--- config.mk ---
export PLATFORM = sky130hd
export DESIGN_NAME = spi_master_byte
export DESIGN_NICKNAME = d
export VERILOG_FILES = /design/src/rtl/spi_master_byte.sv
export SDC_FILE = /design/constraint.sdc
export NUM_CORES = 1
export LEC_CHECK = 0
export ABC_CLOCK_PERIOD_IN_PS = 2200
export BUFFER_PORTS_ARGS = -buffer_cell sky130_fd_sc_hd__buf_4
export CORE_ASPECT_RATIO = 1.25
export CORE_MARGIN = 8
export CORE_UTILIZATION = 54
export CTS_CLUSTER_DIAMETER = 200
export DETAILED_ROUTE_END_ITERATION = 8
export HOLD_SLACK_MARGIN = 0.1
export PLACE_DENSITY = 0.83
export SYNTH_ARGS = -nofsm -noshare
export SYNTH_HDL_FRONTEND = slang
export SYNTH_SLANG_ARGS = --single-unit
--- constraint.sdc ---
create_clock -name clk -period 2.2 [get_ports clk]
set_clock_uncertainty 0.15 [all_clocks]
set_input_delay 0.33 -clock clk [delete_from_list [all_inputs] [get_ports clk]]
set_output_delay 0.33 -clock clk [all_outputs]
set_load 0.01 [all_outputs]
--- src/rtl/spi_master_byte.sv ---
// Byte-level SPI master shift engine (CPHA=0, MSB first). Half-periods of SCK
// advance only on ena_2clk ticks; slave select is owned by the upstream controller.
module spi_master_byte #(
  parameter int DW   = 8,
  parameter bit CPOL = 1'b0
) (
  input  logic          clk,
  input  logic          rst_n,
  input  logic          ena_2clk,
  input  logic          send,
  input  logic [DW-1:0] data_in,
  input  logic          miso,
  output logic          sck,
  output logic          mosi,
  output logic          busy,
  output logic [DW-1:0] data_out,
  output logic          data_valid
);

  localparam int            HW    = $clog2(2 * DW);
  localparam logic [HW-1:0] HLAST = HW'(2 * DW - 1);

  typedef enum logic [1:0] {IDLE, SETUP, SHIFT} state_t;

  state_t        state;
  logic [DW-1:0] tx_sr;
  logic [DW-1:0] rx_sr;
  logic [HW-1:0] hcnt;

  // NOTE: every register here uses non-blocking assignments so all updates on
  // an edge see the pre-edge values; blocking here would chain shifts in one cycle.
  always_ff @(posedge clk) begin
    if (!rst_n) begin
      state      <= IDLE;
      tx_sr      <= '0;
      rx_sr      <= '0;
      hcnt       <= '0;
      sck        <= CPOL;
      mosi       <= 1'b0;
      busy       <= 1'b0;
      data_out   <= '0;
      data_valid <= 1'b0;
    end else begin
      data_valid <= 1'b0;
      case (state)
        IDLE: begin
          // A tick arriving with the accepted send is deliberately not consumed.
          if (send) begin
            tx_sr <= data_in;
            mosi  <= data_in[DW-1];
            busy  <= 1'b1;
            state <= SETUP;
          end
        end
        SETUP: begin
          // One full half-period of MOSI setup before the first leading edge.
          if (ena_2clk) begin
            hcnt  <= '0;
            state <= SHIFT;
          end
        end
        SHIFT: begin
          if (ena_2clk) begin
            if (!hcnt[0]) begin
              sck   <= ~CPOL;
              rx_sr <= {rx_sr[DW-2:0], miso};
              hcnt  <= hcnt + 1'b1;
            end else if (hcnt != HLAST) begin
              sck   <= CPOL;
              tx_sr <= {tx_sr[DW-2:0], 1'b0};
              mosi  <= tx_sr[DW-2];
              hcnt  <= hcnt + 1'b1;
            end else begin
              // Last MISO bit was already captured on the preceding leading edge.
              sck        <= CPOL;
              mosi       <= 1'b0;
              busy       <= 1'b0;
              data_out   <= rx_sr;
              data_valid <= 1'b1;
              state      <= IDLE;
            end
          end
        end
        default: state <= IDLE;
      endcase
    end
  end

endmodule

**Yosys cells after proc, flatten, opt, wreduce, memory -nomap -nowiden**

Index checks and enable logic that the tools add are counted.

- Add/subtract/negate cells: 1
- Equal/unequal tests: 10
- Muxes and demuxes: 28
- Bitwise logic cells: 2
- Reduce and logical (&&, ||, !) cells: 13

Operators with widths:

| cell | count |
|---|---|
| two-way mux 7 bit | 4 |
| two-way mux 4 bit | 4 |
| AND reduction 4 bit | 4 |
| AND reduction 5 bit | 3 |
| case mux 7 bit (2 select lines) | 1 |
| inequality test 2 bit, second input constant | 6 |
| two-way mux 1 bit | 10 |
| two-way mux 2 bit | 5 |
| case mux 4 bit (2 select lines) | 1 |
| case mux 2 bit (3 select lines) | 1 |
| AND reduction 3 bit | 2 |
| adder 4 x 1 -> 4 bit, second input constant | 1 |
| inequality test 4 bit, second input constant | 1 |
| case mux 1 bit (2 select lines) | 2 |
| nonzero test 2 bit | 2 |
| inequality test 3 bit, second input constant | 1 |
| == test 2 x 1 -> 1 bit, second input constant | 1 |
| == test 2 bit, second input constant | 1 |
| zero test 2 bit | 1 |
| inverter 1 bit | 2 |
| AND reduction 2 bit | 1 |

- Bits in registers: 33
- Input bits: 13
- Logic and storage cells: 64

**Depth between registers and ports, before layout**

Gate-level depths: netlist of the first run.

- Depth after elaboration: 5
- Depth in mapped cells: 6

**Worst setup path before layout of the first run**

OpenSTA, ideal clock, no wires.

- Path kind: register -> register
- Start point: register hcnt[1]
- End point: register tx_sr[3]
- Data arrival time: 1.478 ns
- Required time: 1.971 ns
- Path slack: 0.493 ns
- Cell stages (with the launch flop): 7
- Buffers on the path: 1
- Clock period less this slack: 1.707 ns
- Cell sequence: dfxtp_1 > ha_1 > and3_1 > a221oi_4 > buf_6 > nor2_1 > a211oi_2

- Cells in the longest elaborated chain, start to end: 3

RTL lines:

| item | line | text |
|---|---|---|
| start: declaration | 28 | `logic [HW-1:0] hcnt;` |
| start signal: assignment | 67 | `hcnt <= hcnt + 1'b1;` |
| start signal: assignment | 72 | `hcnt <= hcnt + 1'b1;` |
| inequality test 4 bit | 68 | `end else if (hcnt != HLAST) begin` |
| inequality test 2 bit (no line) | - |  |
| AND reduction 5 bit (no line) | - |  |
| end signal: assignment | 49 | `tx_sr <= data_in;` |
| end signal: assignment | 70 | `tx_sr <= {tx_sr[DW-2:0], 1'b0};` |
| end: declaration | 26 | `logic [DW-1:0] tx_sr;` |

Every way passes these cells.
A chain may end at the register's enable or synchronous reset.

**Worst setup path after layout of the first run**

- Start point: register hcnt[0]
- End point: register data_out[5]

- Cells in the longest elaborated chain, start to end: 3

RTL lines:

| item | line | text |
|---|---|---|
| inequality test 4 bit | 68 |  |
| inverter 1 bit (no line) | - |  |
| AND reduction 4 bit (no line) (*) | - |  |
| end signal: assignment | 78 | `data_out <= rx_sr;` |
| end: declaration | 16 | `output logic [DW-1:0] data_out,` |

Every way passes the cells marked *; elsewhere a longest branch is shown, timed or not.

==> summary.txt, run 1 <==
POWER AND IR DROP
-------------------------------------------------------------------------------------
Maximum vdd ir drop                                                          0.485 mV
Total leakage power                                                          0.737 nW
Total power per unit cell area                                            628 nW/um^2

ROUTE
-------------------------------------------------------------------------------------
Final antenna-violating net count                                                   0
Routed wire per std cell                                                      13.8 um
Count of routing violations after the opening detailed-route iteration             23
Count of vias placed by the detailed router                                     1,220
Total wire length after detailed routing                                      3.06 mm
Top layer in use                                                                 met4
Sum of met3 wire segment lengths after detailed routing                        223 um
Via-to-Cell Ratio                                                                5.50
Routed length on met1                                                         1.29 mm
# DRC                                                                               0
Detailed-router iteration count before antenna repair                               4
Routed met2 length                                                            1.49 mm

SETUP PATH
-------------------------------------------------------------------------------------
Worst setup path class                                                   register to register
Worst setup path end                                                      data_out[5]
Delay of the slowest cell on the worst path                                   0.51 ns
Register-to-Register Path Depth                                                     6
Worst R2R Start                                                               hcnt[0]
Capture instance of the worst register-to-register path                   data_out[5]
Launch point of the worst path                                                hcnt[0]
Critical Path AT                                                              2.08 ns
Category of the worst setup path capture point                               register
Endpoint required time on the critical path                                   2.29 ns
Setup slack of the most critical reg-to-reg path                              0.21 ns
CP Max Fanout                                                                      10
Worst setup SP type                                                          register
Cell-by-cell listing of the critical path                                ha_1 -> nand3_1 -> nor3_1 -> buf_4 -> mux2i_1 -> nor2_1
Cell with the biggest individual delay on the critical path              sky130_fd_sc_hd__dfxtp_1

CTS
-------------------------------------------------------------------------------------
Worst-Skew Late Latency                                                       0.34 ns
Longest Clk Path Bufs                                                               2
Clock sink count                                                                   33
Count of H-tree levels built during CTS                                             2
Clock Pin Slew Worst Setup and Hold Paths                                     0.10 ns
Cell chosen for the clock root                                           sky130_fd_sc_hd__clkbuf_4
Number of buffers added by the clock tree synthesis step                            5
CTS tree                                                                          yes

SYNTH
-------------------------------------------------------------------------------------
Synth top cells by count                                                 sky130_fd_sc_hd__dfxtp_1 (33), sky130_fd_sc_hd__nand2_1 (21), sky130_fd_sc_hd__nor2_1 (20), sky130_fd_sc_hd__mux2i_1 (16), sky130_fd_sc_hd__a21oi_1 (14)
Synth unique cells                                                                 31
Simple-Gate Fraction of Synth Area                                              0.197
Post-Synthesis Net Count                                                          168
Largest area contributor in the synthesized netlist                      sky130_fd_sc_hd__dfxtp_1
Post-synthesis cell area                                                    1430 um^2
Fraction of the mapped netlist area in compound gates                           0.169
Post-Syn Area per Cell                                                      9.25 um^2
Number of enable flip-flop cells after synthesis                                    0
Cells after synthesis                                                             154
Flip-flop and latch count after synthesis                                          33
Yosys top cell area share                                                       0.464
XOR/XNOR Fraction of Synth Area                                                     0
Dominant combinational cell family by area after synthesis               simple AND/OR/NAND/NOR gates
Mux cell area share after synthesis                                             0.112
Cell types occupying the most area after synthesis                       sky130_fd_sc_hd__dfxtp_1 (46%), sky130_fd_sc_hd__mux2i_1 (11%), sky130_fd_sc_hd__nand2_1 (5.5%)
Most common flop cell mapped by yosys                                    sky130_fd_sc_hd__dfxtp_1
Most repeated cell in the gate-level netlist after synthesis             sky130_fd_sc_hd__dfxtp_1
Async set-reset flop share out of synthesis                                         0
Number of warnings issued by yosys                                                  0
Seq/Total Area, Yosys                                                           0.464
Adder and majority gate portion of the synthesized area                       0.00878

DIE
-------------------------------------------------------------------------------------
Starting density of the core                                                    0.548
Floorplan core area                                                         2600 um^2
Die outline area                                                            4550 um^2
Die height                                                                    73.4 um
FP Rows                                                                            21
Die span in x                                                                 62.0 um
I/O pin total                                                                      25

RUN STATUS
-------------------------------------------------------------------------------------
Status                                                                   finished clean

FINISH
-------------------------------------------------------------------------------------
Total Nets Final                                                                  201
Filler Cells Inserted                                                             213
P&R area growth vs syn                                                          21.9%
Diode insertion count for antenna repair                                            0
Fraction of final layout cells sized beyond drive strength 1                    0.255

GLOBAL ROUTING
-------------------------------------------------------------------------------------
Number of antenna violations at the first check in global routing                   0
Vias in the first global route                                                  1,269
Sum of overflow across all layers after global routing                              0
First-pass GRT wire length                                                    5.22 mm
Largest net degree at the start of global routing                                  17
Global Route Usage Sum                                                          0.152

STA
-------------------------------------------------------------------------------------
Max-slew violation total from the final report                                      0
Post-Route Setup TNS                                                             0 ns
Worst-margin pin slew                                                        0.570 ns
Highest clock frequency the design can meet                                   504 MHz
Worst Hold Slack                                                             0.151 ns
Setup repair after global routing missed its margin                                no
Post-route fraction of the period consumed by the critical path                 0.903
Time the final worst path needs with I/O delays and setup                     1.99 ns
Setup violations, final                                                             0
Total count of hold-check failures in the final report                              0
Remaining max-slew budget at the tightest pin                                   0.619

RUN
-------------------------------------------------------------------------------------
Max capacitance violation total                                                     0

PLACEMENT
-------------------------------------------------------------------------------------
Quantity of I/O buffers inserted on ports                                          24
Final weighted congestion in routability-driven placement                       0.844
Half-perimeter wire length after detailed placement                           2.13 mm

WORST HOLD PATH
-------------------------------------------------------------------------------------
Count of cells along the worst hold path                                            3
Worst hold path class                                                    input pin to register
Hold path start                                                                  send

state kept, by name, summed over array words and instances (netlist names):
name / cells
mosi: 1
rx_sr: 8
data_valid: 1
data_out: 8
hcnt: 4
busy: 1
sck: 1
tx_sr: 7
state: 2
cells in the final DEF (no fill, tap or decap), types with 3 or more instances in the layout:
cell type	netlist	final
sky130_fd_sc_hd__a211oi_1	3	3
sky130_fd_sc_hd__a211oi_2	3	3
sky130_fd_sc_hd__a21oi_1	14	14
sky130_fd_sc_hd__buf_4	3	32
sky130_fd_sc_hd__clkbuf_4	0	5
sky130_fd_sc_hd__dfxtp_1	33	33
sky130_fd_sc_hd__dlygate4sd3_1	0	3
sky130_fd_sc_hd__inv_1	4	4
sky130_fd_sc_hd__mux2i_1	16	16
sky130_fd_sc_hd__nand2_1	21	21
sky130_fd_sc_hd__nand3_1	4	4
sky130_fd_sc_hd__nor2_1	20	20
sky130_fd_sc_hd__nor3_1	3	3
sky130_fd_sc_hd__o211ai_1	3	3
sky130_fd_sc_hd__o21ai_0	4	4
power breakdown:
| group | switching (mW) | total [mW] | internal (mW) |
|---|---|---|---|
| logic | 0.0605 | 0.124 | 0.0637 |
| registers | 0.0177 | 0.634 | 0.617 |
| clock network | 0.213 | 0.333 | 0.120 |
worst min-delay path by stage:
stage / end / slack, ns
after floorplan: tx_sr[0] / 0.29
after detailed placement: sck / 0.30
after global routing: state[0] / 0.15
final: state[0] / 0.15
after CTS: state[0] / 0.14
after global placement: rx_sr[7] / 0.30
stage by stage:
stage	cells	util	power (mW)	area, um^2	worst slack (ns)
2_1_floorplan	154	-	0.720	1430	0.493
3_3_place_gp	207	0.624	0.753	1620	0.232
3_5_place_dp	207	0.624	0.757	1620	0.112
4_1_cts	218	0.657	1.09	1710	0.0836
5_1_grt	222	0.668	1.14	1740	0.0348
6_report	222	0.668	1.09	1740	0.214
cell type report:
class	count	area (um^2)	share of cell area
multi-input combinational	108	694	0.400
inverter	4	15.0	0.00864
sequential	33	661	0.380
timing repair buffer	35	270	0.156
clock inverter	3	17.5	0.0101
clock buffer	5	37.5	0.0216
tap	34	42.5	0.0245
routing by layer:
| metal | track usage | vias to the layer above |
|---|---|---|
| met2 | 0.256 | 34 |
| met5 | 0 | - |
| met4 | 0.0964 | 0 |
| met3 | 0.0578 | 6 |
| met1 | 0.150 | 575 |
| li1 | - | 605 |
repair_timing:
item                                   CTS  global route
setup endpoints to repair                0             6
endpoints found under the hold margin    4             0
resized for setup                        0             0
hold buffers                             3             0
buffers inserted                         0             4
worst max-delay path: cells and delay by family (launching register included):
kind,cells,cell delay (ns)
fa+ha+maj,1,0.31
simple gates,3,0.46
buf+inv,1,0.24
mux,1,0.22
flops,1,0.51
kinds of logic after synthesis:
family / count (synthesis)
adder cells (fa/ha/maj): 1
AO/OA/AOI/OAI: 32
AND/OR/NAND/NOR: 59
flip-flops: 33
multiplexers: 16
buffers and inverters: 13
Power figures use the tool's default switching activity.
==> run 2: changes to the inputs <==
ABC_CLOCK_PERIOD_IN_PS = 1700   (was 2200)
CORE_UTILIZATION = 49   (was 54)
GPL_TIMING_DRIVEN = 0   (was default)
PLACE_DENSITY = 0.8   (was 0.83)
clock period = 1.7 ns   (was 2.2 ns; I/O delays follow)
==> run 2 against run 1 <==
Effect of this change:
- the flow now finishes with violations (negative setup slack)
- final cell count increased by 7.2%
- worst hold slack got worse by 0.052 ns
- first-iteration DRC count increased by 35%
- maximum frequency increased by 15%
- core utilization increased by 2.0 points
- largest cell class unchanged
- highest routed layer unchanged
==> summary.txt, run 2 (same netlist as run 1, synthesis figures left out) <==
RUN STATUS
-------------------------------------------------------------------------------------
Status                                                                   finished with violations
Violations in the final reports                                          negative setup slack

GLOBAL ROUTING
-------------------------------------------------------------------------------------
Largest net degree at the start of global routing                                  11   -6
GR met3 Demand/Resource                                                        0.0471   -0.0107
Most Used Layer, Global Route                                                    met2
GR Util met2                                                                    0.257   +0.00104
Sum of overflow across all layers after global routing                              0   unchanged
First-pass GRT wire length                                                    5.82 mm   +12%
Vias in the first global route                                                  1,321   +4.1%
Number of antenna violations at the first check in global routing                   0   unchanged
Met1 Track Usage GR                                                             0.147   -0.00299
Global Route Usage Sum                                                          0.147   -0.00528

ROUTE
-------------------------------------------------------------------------------------
Detailed-router iteration count before antenna repair                               5   +1
Total wire length after detailed routing                                      3.65 mm   +19%
Routed wire per std cell                                                      15.3 um   +11%
# DRC                                                                               0   unchanged
Via-to-Cell Ratio                                                                5.46   -0.61%
Count of routing violations after the opening detailed-route iteration             31   +35%
Count of vias placed by the detailed router                                     1,300   +6.6%
Final antenna-violating net count                                                   0   unchanged

STA
-------------------------------------------------------------------------------------
Final Worst Setup Slack                                                    -0.0234 ns   -0.238 ns
Worst-margin pin slew                                                        0.626 ns   +0.0557 ns
Setup violations, final                                                             4   +4
Setup repair after global routing missed its margin                               yes
Total count of hold-check failures in the final report                              0   unchanged
Post-route fraction of the period consumed by the critical path                  1.01   +0.111
Time the final worst path needs with I/O delays and setup                     1.72 ns   -0.262 ns
Highest clock frequency the design can meet                                   580 MHz   +15%
Post-Route Setup TNS                                                       -0.0555 ns   -0.0555 ns
Max-slew violation total from the final report                                      0   unchanged
Remaining max-slew budget at the tightest pin                                   0.583   -0.0367

CTS
-------------------------------------------------------------------------------------
Worst-Skew Late Latency                                                       0.34 ns   about the same
Clock sink count                                                                   33   unchanged
Number of buffers added by the clock tree synthesis step                            5   unchanged
CTS tree                                                                          yes
Count of H-tree levels built during CTS                                             2   unchanged
Longest Clk Path Bufs                                                               2   unchanged
Cell chosen for the clock root                                           sky130_fd_sc_hd__clkbuf_4
Clock Pin Slew Worst Setup and Hold Paths                                     0.10 ns   about the same

FINISH
-------------------------------------------------------------------------------------
Diode insertion count for antenna repair                                            0   unchanged
Fraction of final layout cells sized beyond drive strength 1                    0.356   +0.101
P&R area growth vs syn                                                          38.2%
Most common cell after layout, fill and taps aside                       sky130_fd_sc_hd__buf_4
Commonest cells after routing, fill and taps aside                       sky130_fd_sc_hd__buf_4 (31), sky130_fd_sc_hd__dfxtp_1 (29), sky130_fd_sc_hd__nand2_1 (21)
Filler Cells Inserted                                                             238   +12%
Area occupied by registers                                                   668 um^2   +1.1%
Area occupied by multi-input gates                                           763 um^2   +9.9%
Layout Utilization                                                              0.688   +0.0198
Total Nets Final                                                                  215   +7.0%
Final instance area                                                         1970 um^2   +13%
Biggest registers after layout                                           data_out: 8 flops, rx_sr: 8 flops, tx_sr: 7 flops

POWER AND IR DROP
-------------------------------------------------------------------------------------
Total leakage power                                                          0.832 nW   +13%
Maximum vdd ir drop                                                          0.731 mV   +51%
Total power per unit cell area                                            839 nW/um^2   +34%
Total Power Consumption                                                       1.65 mW   +51%

PLACEMENT
-------------------------------------------------------------------------------------
DP Area                                                                     1650 um^2   +1.7%
Final weighted congestion in routability-driven placement                       0.841   -0.41%
Half-perimeter wire length after detailed placement                           2.30 mm   +7.7%
Quantity of I/O buffers inserted on ports                                          24   unchanged

RUN
-------------------------------------------------------------------------------------
Max capacitance violation total                                                     0   unchanged

SETUP PATH
-------------------------------------------------------------------------------------
Cell with the biggest individual delay on the critical path              sky130_fd_sc_hd__a221oi_4
Cell family with most CP delay                                           compound AO/OA/AOI/OAI gates
CP Max Fanout                                                                       5   -5
Delay of the slowest cell on the worst path                                   0.38 ns   -0.13 ns
Endpoint required time on the critical path                                   1.76 ns   -0.53 ns
Number of buffers and inverters on the critical path                                2   +1
Cell-by-cell listing of the critical path                                ha_4 -> and3_4 -> a221oi_4 -> buf_6 -> buf_4 -> a211oi_2
Critical Path AT                                                              1.79 ns   -0.29 ns
Category of the worst setup path capture point                               register
Worst setup path class                                                   register to register
Worst setup SP type                                                          register

DIE
-------------------------------------------------------------------------------------
Die span in x                                                                 64.2 um   +3.7%
Floorplan core area                                                         2860 um^2   +10%
FP Rows                                                                            22   +4.8%
Die outline area                                                            4900 um^2   +7.7%
I/O pin total                                                                      25   unchanged
Starting density of the core                                                    0.498   -0.0500
Die height                                                                    76.3 um   +3.9%

WORST HOLD PATH
-------------------------------------------------------------------------------------
Worst hold path class                                                    input pin to register

## run 2: changes by cell type in the layout (fill, tap and decap cells not counted), moves of 2 or more
cell	delta
sky130_fd_sc_hd__nor2_2	+2
sky130_fd_sc_hd__clkbuf_1	+4
sky130_fd_sc_hd__dlygate4sd3_1	+3
sky130_fd_sc_hd__clkinv_2	-2
sky130_fd_sc_hd__nor2_1	-3
sky130_fd_sc_hd__buf_6	+7
sky130_fd_sc_hd__nand2b_2	+2
sky130_fd_sc_hd__a211oi_1	-2
sky130_fd_sc_hd__dfxtp_1	-4
sky130_fd_sc_hd__dfxtp_2	+3
sky130_fd_sc_hd__buf_2	+2
sky130_fd_sc_hd__nand2b_1	-2
sky130_fd_sc_hd__a211oi_2	+2
## run 2: tightest hold or removal path: stages
cell and delay [ns]:
sky130_fd_sc_hd__buf_4 0.11, sky130_fd_sc_hd__mux2i_1 0.12, sky130_fd_sc_hd__a211oi_1 0.08
## run 2: path summary, 6_finish.rpt
kind	to	slack (ns)	depth (start not counted)	start
max	tx_sr[5]	-0.02	6	hcnt[1]
max reg2reg	tx_sr[5]	-0.02	6	hcnt[1]
min reg2reg	sck	0.32	2	sck
min	tx_sr[6]	0.1	3	data_in[6]
## run 2: what timing repair did
| item | 4_1_cts | 5_1_grt |
|---|---|---|
| setup endpoints to repair | 16 | 15 |
| hold buffers | 6 | 0 |
| setup buffers | 8 | 0 |
| cloned | 2 | 0 |
| endpoints found under the hold margin | 6 | 0 |
| pin swaps | 3 | 10 |
| resized for setup | 10 | 22 |
## run 2: routing by layer
layer  part of all wire  wire, um  vias up
li1                   -         -      634
met1               0.39      1440      606
met2               0.51      1880       50
met3              0.071       258       10
met4              0.020        72        0
met5                  0         0        -
## run 2: layout make-up
class / count / area share
Buffer: 9 / 0.0311
Clock buffer: 7 / 0.0280
Clock inverter: 1 / 0.0152
Inverter: 4 / 0.00762
Multi-Input combinational cell: 108 / 0.388
Sequential cell: 33 / 0.339
Tap cell: 36 / 0.0229
Timing Repair Buffer: 40 / 0.168
## run 2: per-stage QoR
stage                     hold WS, ns  setup slack, ns  cells
after detailed placement        0.309           -0.155    214
after floorplan                 0.235           0.0110    154
after global placement          0.296           -0.112    214
after CTS                       0.104          -0.0114    238
final                          0.0995          -0.0234    238
after global routing            0.129          -0.0696    238
## run 2: power breakdown
| part | leakage, nW | internal (mW) | switching (mW) |
|---|---|---|---|
| combinational | 0.516 | 0.111 | 0.104 |
| clock | 0.0455 | 0.351 | 0.269 |
| sequential | 0.270 | 0.797 | 0.0197 |
==> run 3: changes to the inputs <==
SKIP_CTS_REPAIR_TIMING = 1   (was default)
==> run 3 against run 2 <==
Effect of this change:
- the flow still finishes with violations (negative setup slack)
- critical path depth is the same
- non-clock buffer count shrank 5
- worst hold slack lost 0.035 ns
- core utilization shrank 2.4 points
- sequential share of layout area grew 1.2 points
- flip-flop and latch count is the same
- register-to-register slack lost 0.04 ns
- sequential power is essentially flat
- die area is the same
- combinational power shrank 12%
- setup slack lost 0.038 ns
- clock power is essentially flat
- highest routed layer unchanged
==> summary.txt, run 3 (same netlist as run 1, synthesis figures left out) <==
POWER AND IR DROP
-------------------------------------------------------------------------------------
Total power per unit cell area                                            855 nW/um^2   +1.9%
Total Power Consumption                                                       1.62 mW   -1.7%
Maximum vdd ir drop                                                          0.679 mV   -7.2%
Total leakage power                                                          0.806 nW   -3.1%

STA
-------------------------------------------------------------------------------------
Max-slew violation total from the final report                                      0   unchanged
Final Worst Setup Slack                                                    -0.0614 ns   -0.0380 ns
Worst-margin pin slew                                                        0.642 ns   +0.0161 ns
Time the final worst path needs with I/O delays and setup                     1.76 ns   +0.0380 ns
Total count of hold-check failures in the final report                              0   unchanged
Highest clock frequency the design can meet                                   568 MHz   -2.2%
Remaining max-slew budget at the tightest pin                                   0.572   -0.0107
Post-route fraction of the period consumed by the critical path                  1.04   +0.0223
Post-Route Setup TNS                                                        -0.306 ns   -0.251 ns
Setup repair after global routing missed its margin                               yes
Setup violations, final                                                             7   +3

ROUTE
-------------------------------------------------------------------------------------
Sum of met3 wire segment lengths after detailed routing                        158 um   -39%
# DRC                                                                               0   unchanged
Total wire length after detailed routing                                      3.55 mm   -2.8%
Top layer in use                                                                 met4
Routed wire per std cell                                                      15.2 um   -0.74%
Count of routing violations after the opening detailed-route iteration             40   +29%
Routed met2 length                                                            1.83 mm   -2.4%
Detailed-router iteration count before antenna repair                               4   -1
Routed length on met1                                                         1.49 mm   +3.3%
Count of vias placed by the detailed router                                     1,255   -3.5%
Final antenna-violating net count                                                   0   unchanged
Via-to-Cell Ratio                                                                5.39   -1.4%

PLACEMENT
-------------------------------------------------------------------------------------
Total placed cells including tap cells                                            214   unchanged
Quantity of I/O buffers inserted on ports                                          24   unchanged
Half-perimeter wire length after detailed placement                           2.30 mm   unchanged
DP Area                                                                     1650 um^2   unchanged
Final weighted congestion in routability-driven placement                       0.841   unchanged

FINISH
-------------------------------------------------------------------------------------
Total Nets Final                                                                  210   -2.3%
Most common cell after layout, fill and taps aside                       sky130_fd_sc_hd__buf_4
P&R area growth vs syn                                                          33.4%
Final instance area                                                         1900 um^2   -3.5%
Filler Cells Inserted                                                             247   +3.8%
Commonest cells after routing, fill and taps aside                       sky130_fd_sc_hd__buf_4 (31), sky130_fd_sc_hd__dfxtp_1 (30), sky130_fd_sc_hd__nand2_1 (20)
Diode insertion count for antenna repair                                            0   unchanged
Biggest registers after layout                                           data_out: 8 flops, rx_sr: 8 flops, tx_sr: 7 flops
Fraction of final layout cells sized beyond drive strength 1                    0.335   -0.0214
Final non-filler cell total                                                       233   -2.1%

SETUP PATH
-------------------------------------------------------------------------------------
Endpoint required time on the critical path                                   1.75 ns   about the same
Worst setup SP type                                                          register
Worst setup path class                                                   register to register
CP Max Fanout                                                                       6   +1
Critical Path AT                                                              1.82 ns   +0.03 ns
Setup slack of the most critical reg-to-reg path                             -0.06 ns   -0.04 ns
Category of the worst setup path capture point                               register

DIE
-------------------------------------------------------------------------------------
I/O pin total                                                                      25   unchanged
FP Rows                                                                            22   unchanged
Die span in x                                                                 64.2 um   unchanged
Floorplan core area                                                         2860 um^2   unchanged
Starting density of the core                                                    0.498   unchanged
Die outline area                                                            4900 um^2   unchanged
Die height                                                                    76.3 um   unchanged

GLOBAL ROUTING
-------------------------------------------------------------------------------------
Vias in the first global route                                                  1,225   -7.3%
Sum of overflow across all layers after global routing                              0   unchanged
First-pass GRT wire length                                                    5.31 mm   -8.9%
Largest net degree at the start of global routing                                  11   unchanged
Number of antenna violations at the first check in global routing                   0   unchanged
Global Route Usage Sum                                                          0.132   -0.0149

RUN
-------------------------------------------------------------------------------------
Max capacitance violation total                                                     0   unchanged

CTS
-------------------------------------------------------------------------------------
Clock Pin Slew Worst Setup and Hold Paths                                     0.10 ns   about the same
Worst-Skew Late Latency                                                       0.34 ns   about the same
Longest Clk Path Bufs                                                               2   unchanged
Clock sink count                                                                   33   unchanged
Cell chosen for the clock root                                           sky130_fd_sc_hd__clkbuf_4
Number of buffers added by the clock tree synthesis step                            5   unchanged
CTS tree                                                                          yes
Count of H-tree levels built during CTS                                             2   unchanged

RUN STATUS
-------------------------------------------------------------------------------------
Violations in the final reports                                          negative setup slack
Status                                                                   finished with violations

WORST HOLD PATH
-------------------------------------------------------------------------------------
Worst hold path class                                                    input pin to register

==> run 3: changes by cell type in the layout (fill, tap and decap cells not counted), sizes merged <==
cell,change
buf,-4
dlygate4sd3,-2
clkbuf,+1
==> run 3: report_power, final <==
group / internal [mW] / switching (mW) / total, mW
combinational: 0.0925 / 0.0976 / 0.190
clock: 0.351 / 0.268 / 0.619
sequential: 0.797 / 0.0182 / 0.815
==> run 3: per-layer routing <==
metal | track usage | vias to the layer above
met1 | 0.136 | 599
met3 | 0.0456 | 8
met4 | 0.0788 | 0
met2 | 0.224 | 25
met5 | 0 | -
li1 | - | 623
==> run 3: layout make-up <==
cell class              instances  area (um^2)  share of cell area
clock buffers                   7         55.1              0.0290
inverters                       4         15.0             0.00790
plain buffers                   9         57.6              0.0303
clock inverters                 1         30.0              0.0158
flip-flops and latches         33          667               0.351
well taps                      36         45.0              0.0237
multi-input cells             108          753               0.396
repair buffers                 35          278               0.146
==> run 3: worst max-delay path: stages (launching register included) <==
cell and delay (ns):
sky130_fd_sc_hd__dfxtp_4 0.37, sky130_fd_sc_hd__ha_4 0.17, sky130_fd_sc_hd__and3_4 0.19, sky130_fd_sc_hd__a221oi_4 0.37, sky130_fd_sc_hd__buf_6 0.18, sky130_fd_sc_hd__buf_6 0.13
sky130_fd_sc_hd__a211oi_2 0.07
==> run 3: worst paths after layout <==
check                           cells past startpoint    start        to
worst min register to register                      2      sck       sck
worst max register to register                      6  hcnt[1]  tx_sr[2]
worst min-delay path                                3    rst_n  tx_sr[0]
worst max-delay path                                6  hcnt[1]  tx_sr[2]
==> run 3: through the flow <==
stage	util	hold slack [ns]	worst slack [ns]
after floorplan	-	0.235	0.0110
after global placement	0.576	0.296	-0.112
after detailed placement	0.576	0.309	-0.155
after CTS	0.606	0.00193	-0.187
after global routing	0.664	0.103	-0.112
final	0.664	0.0642	-0.0614
